<file path="src/rtl/vga_timing_gen.sv">
// Raster timing generator for a 640x480 @ 60 Hz display path.
// Counts pixel columns and lines, and produces active-low sync pulses, a
// blanking flag and a start-of-frame strobe. Every output is registered and
// derived from the next-state counter values. As a result, the sync and blank
// flags line up with the hcount/vcount they describe.
module vga_timing_gen #(
    parameter int unsigned H_VISIBLE = 640,
    parameter int unsigned H_FP      = 16,
    parameter int unsigned H_SYNC    = 96,
    parameter int unsigned H_BP      = 48,
    parameter int unsigned V_VISIBLE = 480,
    parameter int unsigned V_FP      = 10,
    parameter int unsigned V_SYNC    = 2,
    parameter int unsigned V_BP      = 33
) (
    input  logic        pixel_clk,
    input  logic        rst,
    input  logic        ce,
    output logic [10:0] hcount,
    output logic [10:0] vcount,
    output logic        HS,
    output logic        VS,
    output logic        blank,
    output logic        frame_start
);

    localparam int unsigned CW          = 11;
    localparam int unsigned H_TOTAL     = H_VISIBLE + H_FP + H_SYNC + H_BP;
    localparam int unsigned V_TOTAL     = V_VISIBLE + V_FP + V_SYNC + V_BP;
    localparam int unsigned H_SYNC_BEG  = H_VISIBLE + H_FP;
    localparam int unsigned H_SYNC_END  = H_VISIBLE + H_FP + H_SYNC;
    localparam int unsigned V_SYNC_BEG  = V_VISIBLE + V_FP;
    localparam int unsigned V_SYNC_END  = V_VISIBLE + V_FP + V_SYNC;

    logic          h_wrap;
    logic          v_wrap;
    logic [CW-1:0] h_next;
    logic [CW-1:0] v_next;
    logic          hs_next;
    logic          vs_next;
    logic          blank_next;

    // Next counter values. The >= compare also folds any out-of-range value back to 0.
    always_comb begin
        h_wrap     = (hcount >= CW'(H_TOTAL - 1));
        v_wrap     = (vcount >= CW'(V_TOTAL - 1));
        h_next     = h_wrap ? '0 : hcount + CW'(1);
        v_next     = vcount;
        if (h_wrap) begin
            v_next = v_wrap ? '0 : vcount + CW'(1);
        end
        hs_next    = !((h_next >= CW'(H_SYNC_BEG)) && (h_next < CW'(H_SYNC_END)));
        vs_next    = !((v_next >= CW'(V_SYNC_BEG)) && (v_next < CW'(V_SYNC_END)));
        blank_next = (h_next >= CW'(H_VISIBLE)) || (v_next >= CW'(V_VISIBLE));
    end

    // Output registers. They advance only on ce edges; frame_start is a single ce-qualified pulse.
    always_ff @(posedge pixel_clk or posedge rst) begin
        if (rst) begin
            hcount      <= '0;
            vcount      <= '0;
            HS          <= 1'b1;
            VS          <= 1'b1;
            blank       <= 1'b0;
            frame_start <= 1'b0;
        end else begin
            frame_start <= 1'b0;
            if (ce) begin
                hcount      <= h_next;
                vcount      <= v_next;
                HS          <= hs_next;
                VS          <= vs_next;
                blank       <= blank_next;
                frame_start <= h_wrap && v_wrap;
            end
        end
    end

endmodule

</file>
<file path="config.mk">
export PLATFORM = sky130hd
export DESIGN_NAME = vga_timing_gen
export DESIGN_NICKNAME = d
export VERILOG_FILES = /design/src/rtl/vga_timing_gen.sv
export SDC_FILE = /design/constraint.sdc
export NUM_CORES = 1
export LEC_CHECK = 0
export BUFFER_PORTS_ARGS = -buffer_cell sky130_fd_sc_hd__buf_4
export CAP_MARGIN = 40
export CORE_MARGIN = 2
export CORE_UTILIZATION = 60
export DETAILED_ROUTE_END_ITERATION = 7
export GPL_ROUTABILITY_DRIVEN = 0
export PLACE_DENSITY = 0.85
export SLEW_MARGIN = 15
export SYNTH_ARGS = -nofsm -noshare
export SYNTH_HDL_FRONTEND = slang
export SYNTH_SLANG_ARGS = --single-unit
</file>
<file path="constraint.sdc">
create_clock -name pixel_clk -period 4.7 [get_ports pixel_clk]
set_input_delay 1.175 -clock pixel_clk [delete_from_list [all_inputs] [get_ports pixel_clk]]
set_output_delay 1.175 -clock pixel_clk [all_outputs]
set_load 0.02 [all_outputs]
</file>
==> results.cfg, run 1 <==
[worst_setup_path]
end_kind = flop
cp_max_fo = 12
crit_type = reg2reg
worst_ep_required_time_ns = 4.93
crit_chain = ha_1 > and4_1 > or3_4 > o21a_4 > a41oi_2 > o21ai_1 > o32a_1
max_stage_delay_ns = 0.45
cp_slowest_cell = dfrtp_1
arrival_ns = 2.65
startpoint_type = flop

[cells_and_area]
antenna_cells = 0
fin_area_um2 = 1920
nFillCells = 212
multiInputGateArea_um2 = 923
area_growth_pct = 15.3
drive_above_1_share_pct = 21.7
ff_latch_area_um2 = 653
fin_nets = 224

[sta]
post-route-min-period_ns = 2.42
setup_violations = 0
slew_violations = 0
fmax_ghz = 0.413
post-route-period-util_pct = 51.6
skew_ns = 0.00750
tightest_slew_ns = 0.674
hold_viol = 0
max_slew_margin_pct = 54.9
rsz0062_at_grt = false
fin_setup_tns_ns = 0

[detailed_routing]
routed_via_density = 6.58
wl_met2_um = 2030
drt_wl_total_um = 4020
vias = 1633
drtIter0Drc = 64
routed.top_layer = met4
wl_per_cell_um = 16.2
remaining_drc_errors = 0
wl_met1_um = 1610
dr.pass1.iters = 4
route.met3.wl_um = 283
ant_nets = 0

[clock_network]
cts_buffers = 3
cts_hold_buf = 0
clk_latency_ns = 0.33
cts_num_sinks = 26
h-tree-depth = 1
post_cts_buffers = 0
clkTransAtPathRegs_ns = 0.15
tritoncts = built
cts-root-buf = clkbuf_4
cts-resized-gates = 0
cts.path.max_buffers = 2

[power]
p_leak_nw = 0.788
power_density_nw_per_um2 = 388
vdd_drop_max_mv = 0.340

[floorplanning]
die_h_um = 56.6
ioPinCount = 29
die_area_um2 = 3210
start_util_pct = 61.9
core_area_um2 = 2690
rows = 19
die_width_um = 56.6

[logic_synthesis]
synth_edf_count = 0
synth-seq-area-share_pct = 39.3
ys_types = 50
syn_nets = 201
netlist_area_um2 = 1660
ys_warn_count = 0
async_flop_share_pct = 100
postSynthAreaPerCell_um2 = 8.52
ys.flop_type = dfrtp_1
syn_inst = 195
ys_seq_elements = 26

[grt]
grt_overflow_total = 0
grt_pass1_vias = 1560
grt_antenna_before_repair = 0
grt_max_degree = 24
grt_pass1_wl_um = 6960
grt_usage_pct = 27.0

[worst_hold_path]
holdCritPathClass = reg2reg

[place]
dpl_cell_area_um2 = 1860
port_buffers = 28
detailedPlacementHpwl_um = 2960

[flow_run]
max-cap-violations = 0

[run_status]
status = finished clean
area by class of cell:
| class | instances | area share, % |
|---|---|---|
| repair buffers | 29 | 11.8 |
| clock inverters | 1 | 1.57 |
| multi-input cells | 152 | 48.2 |
| well taps | 31 | 2.02 |
| clock buffers | 3 | 1.18 |
| inverters | 6 | 1.18 |
| flip-flops and latches | 26 | 34.1 |
synthesized netlist by cell type (2+ instances only):
cell type,instances,area share [%]
a21oi_1,8,2.4
a31oi_1,4,1.5
and2_1,2,0.75
and3_1,6,2.3
buf_2,5,1.5
buf_6,2,1.4
clkbuf_1,4,0.90
dfrtp_1,24,36
dfstp_2,2,3.2
ha_1,3,2.3
inv_1,6,1.4
mux2_2,2,1.4
nand2_1,21,4.7
nand3_1,11,3.3
nor2_1,24,5.4
nor3_1,5,1.5
nor4_1,4,1.5
o21ai_0,10,3.0
o21ai_1,13,3.9
o2bb2ai_1,2,1.1
o31ai_1,6,2.7
o41ai_1,2,1.1
xnor2_1,2,1.1
registers in the layout (all words and copies together) (netlist names):
register,flops
VS,1
vcount,11
HS,1
blank,1
hcount,11
frame_start,1
stage by stage:
stage	setup WS, ns	hold slack (ns)	std cells	util (%)	power [mW]
after floorplan	2.33	0.516	195	-	0.489
after global placement	2.40	0.502	243	68.8	0.576
after detailed placement	2.31	0.495	244	69.4	0.590
after CTS	2.29	0.516	248	71.3	0.746
after global routing	2.20	0.547	248	71.3	0.788
final	2.28	0.515	248	71.3	0.743
cell families (layout without fill, tap and decap cells):
| kind of cell | Yosys count | count (layout) | synth area share (%) |
|---|---|---|---|
| AO/OA/AOI/OAI | 62 | 62 | 26.7 |
| AND/OR/NAND/NOR | 83 | 83 | 24.2 |
| buffers and inverters | 17 | 39 | 5.12 |
| flip-flops | 26 | 26 | 39.3 |
| multiplexers | 2 | 2 | 1.36 |
| adder cells (fa/ha/maj) | 3 | 3 | 2.26 |
| XOR/XNOR | 2 | 2 | 1.05 |
per-layer routing:
layer | global-route usage, % | vias to the layer above
li1 | - | 768
met1 | 34.4 | 767
met2 | 44.0 | 86
met3 | 3.92 | 12
met4 | 14.6 | 0
met5 | 0 | -
worst paths after layout:
check | from | endpoint | slack, ns | cells past startpoint
min | HS | HS | 0.51 | 2
min reg2reg | HS | HS | 0.51 | 2
max reg2reg | hcount[0] | blank | 2.28 | 7
max in group asynchronous | rst | VS | 3.27 | 3
max | hcount[0] | blank | 2.28 | 7
min in group asynchronous | rst | hcount[5] | 0.86 | 2
power by group:
part	switching (mW)	total, mW	leakage [nW]	internal [mW]
clock network	0.0704	0.157	0.0279	0.0863
registers	0.0595	0.320	0.333	0.261
logic	0.155	0.266	0.427	0.111
worst max-delay path, delay by kind of cell, from the launching register on:
family,cells,cell delay (ns)
AOI/OAI and AO/OA,4,0.96
and+or+nand+nor,2,0.66
DFF,1,0.45
adders and majority gates,1,0.26
cells in the final DEF, fill, tap and decap left out, types with 2 or more instances in the layout:
| master | n |
|---|---|
| o2bb2ai_1 | 2 |
| a31oi_1 | 4 |
| o31ai_1 | 6 |
| inv_1 | 6 |
| a21oi_1 | 8 |
| o21ai_0 | 10 |
| nor2_1 | 24 |
| ha_1 | 3 |
| and2_1 | 2 |
| o21ai_1 | 13 |
| xnor2_1 | 2 |
| mux2_2 | 2 |
| buf_4 | 28 |
| clkbuf_4 | 3 |
| nor4_1 | 4 |
| nand2_1 | 21 |
| and3_1 | 6 |
| nor3_1 | 5 |
| nand3_1 | 11 |
| dfstp_2 | 2 |
| dfrtp_1 | 24 |
| o41ai_1 | 2 |
Power figures use the tool's default switching activity.
==> run 2: changes to the inputs <==
--- a/config.mk
+++ b/config.mk
@@ -8,10 +8,10 @@
 export BUFFER_PORTS_ARGS = -buffer_cell sky130_fd_sc_hd__buf_4
 export CAP_MARGIN = 40
 export CORE_MARGIN = 2
-export CORE_UTILIZATION = 60
+export CORE_UTILIZATION = 55
 export DETAILED_ROUTE_END_ITERATION = 7
 export GPL_ROUTABILITY_DRIVEN = 0
-export PLACE_DENSITY = 0.85
+export PLACE_DENSITY = 0.79
 export SLEW_MARGIN = 15
 export SYNTH_ARGS = -nofsm -noshare
 export SYNTH_HDL_FRONTEND = slang
==> constraint.sdc (replaced) <==
create_clock -name pixel_clk -period 2.5 [get_ports pixel_clk]
set_input_delay 0.625 -clock pixel_clk [delete_from_list [all_inputs] [get_ports pixel_clk]]
set_output_delay 0.625 -clock pixel_clk [all_outputs]
set_load 0.02 [all_outputs]
==> run 2 against run 1 <==
- worst setup slack lost 2.2 ns
- largest power group unchanged
- global-route usage down 2.2 points
- clock-buffer cell count rose by 1
- the flow now finishes with violations (design-rule violations)
- utilization down 3.3 points
- largest cell class unchanged
- wire length shrank 3.2%
- sequential power grew 84%
- maximum frequency up 1.7%
- via count down 2.6%
==> results.cfg, run 2 (synthesis results as in run 1) <==
[run_status]
status = finished, violations left
violations = design-rule violations

[clock_network]
cts-root-buf = clkbuf_4
cts_num_sinks = 26
clk_latency_ns = 0.32
tritoncts = built
clkTransAtPathRegs_ns = 0.14
h-tree-depth = 1
cts_hold_buf = 0
cts.path.max_buffers = 2
cts_buffers = 3

[detailed_routing]
routed_via_density = 6.36
remaining_drc_errors = 1
wl_per_cell_um = 15.6
vias = 1590
drtIter0Drc = 158
ant_nets = 0
dr.pass1.iters = 6
drt_wl_total_um = 3890

[worst_setup_path]
max_stage_delay_ns = 0.44
crit_type = reg2reg
cp_slowest_cell = dfrtp_1
end_kind = flop
crit_family = compound AO/OA/AOI/OAI gates
arrival_ns = 2.61
cp_max_fo = 12
startpoint_type = flop
critPathBufInv = 0
crit_chain = ha_1 > and4_1 > or3_4 > o21a_4 > a41oi_2 > o21ai_1 > o32a_1
worst_ep_required_time_ns = 2.73

[cells_and_area]
final_util_pct = 68.0
area_growth_pct = 14.8
ff_latch_area_um2 = 653
top_regs = hcount (11), vcount (11)
layout_commonest_cell = buf_4
multiInputGateArea_um2 = 923
drive_above_1_share_pct = 22.4
antenna_cells = 0
layout_common_cells = buf_4, nor2_1, dfrtp_1, nand2_1, o21ai_1
nFillCells = 227
fin_area_um2 = 1910
fin_nets = 226

[sta]
post-route-min-period_ns = 2.38
fmax_ghz = 0.420
tightest_slew_ns = 0.698
fin_setup_tns_ns = 0
rsz0062_at_grt = false
setup_violations = 0
hold_viol = 0
hold_slack_ns = 0.281
slew_violations = 0
max_slew_margin_pct = 53.2
post-route-period-util_pct = 95.3
skew_ns = 0.00237

[power]
power_density_nw_per_um2 = 693
fin_total_pwr_mw = 1.32
p_leak_nw = 0.787
vdd_drop_max_mv = 0.431

[floorplanning]
start_util_pct = 59.2
die_area_um2 = 3480
core_area_um2 = 2810
die_h_um = 59.0
ioPinCount = 29
die_width_um = 59.0
rows = 19

[flow_run]
max-cap-violations = 0

[grt]
grt_overflow_total = 0
grt_antenna_before_repair = 0
grt_pass1_wl_um = 6640
grt_pass1_vias = 1423
grt_max_degree = 24
grt_usage_pct = 24.8

[worst_hold_path]
holdCritPathClass = in2async

[place]
port_buffers = 28
dpl_cell_area_um2 = 1860
detailedPlacementHpwl_um = 2870
run 2: final timing paths:
check,slack [ns],startpoint,depth (start not counted),end
max in group asynchronous,1.58,rst,3,VS
setup reg to reg,0.12,hcount[1],7,blank
hold reg to reg,0.51,HS,2,HS
setup / recovery,0.12,hcount[1],7,blank
hold / removal,0.28,rst,2,vcount[1]
min in group pixel_clk,0.51,HS,2,HS
run 2: area by class of cell:
type | instances | area share, %
multi-input cells | 152 | 48.4
flip-flops and latches | 26 | 34.3
repair buffers | 31 | 12.2
well taps | 31 | 2.03
clock buffers | 4 | 1.90
inverters | 6 | 1.18
run 2: power by group:
group | internal (mW) | total (mW) | switching (mW)
combinational | 0.218 | 0.515 | 0.297
sequential | 0.490 | 0.590 | 0.0999
clock | 0.0892 | 0.218 | 0.129
run 2: repair_timing:
item	4_1_cts	5_1_grt
gates resized for setup	0	0
buffers inserted	0	1
setup endpoints to repair	0	1
run 2: stage by stage:
step	setup WS, ns	cells
floorplan	0.129	195
global placement	0.197	245
detailed placement	0.129	245
CTS	0.0928	249
global route	0.0346	250
finish	0.118	250
run 2: per-layer routing:
layer / routed length (µm) / GRT usage, % / vias to the layer above
met4: 72 / 9.42 / 0
met3: 147 / 3.74 / 9
met1: 1640 / 30.6 / 763
li1: - / - / 772
met2: 2030 / 43.3 / 46
met5: 0 / 0 / -
run 2: worst reg2reg max path, delay by kind of cell (launching register included):
family	cells	cell delay, ns
simple gates	2	0.66
fa+ha+maj	1	0.24
compound gates	4	0.93
flops	1	0.44
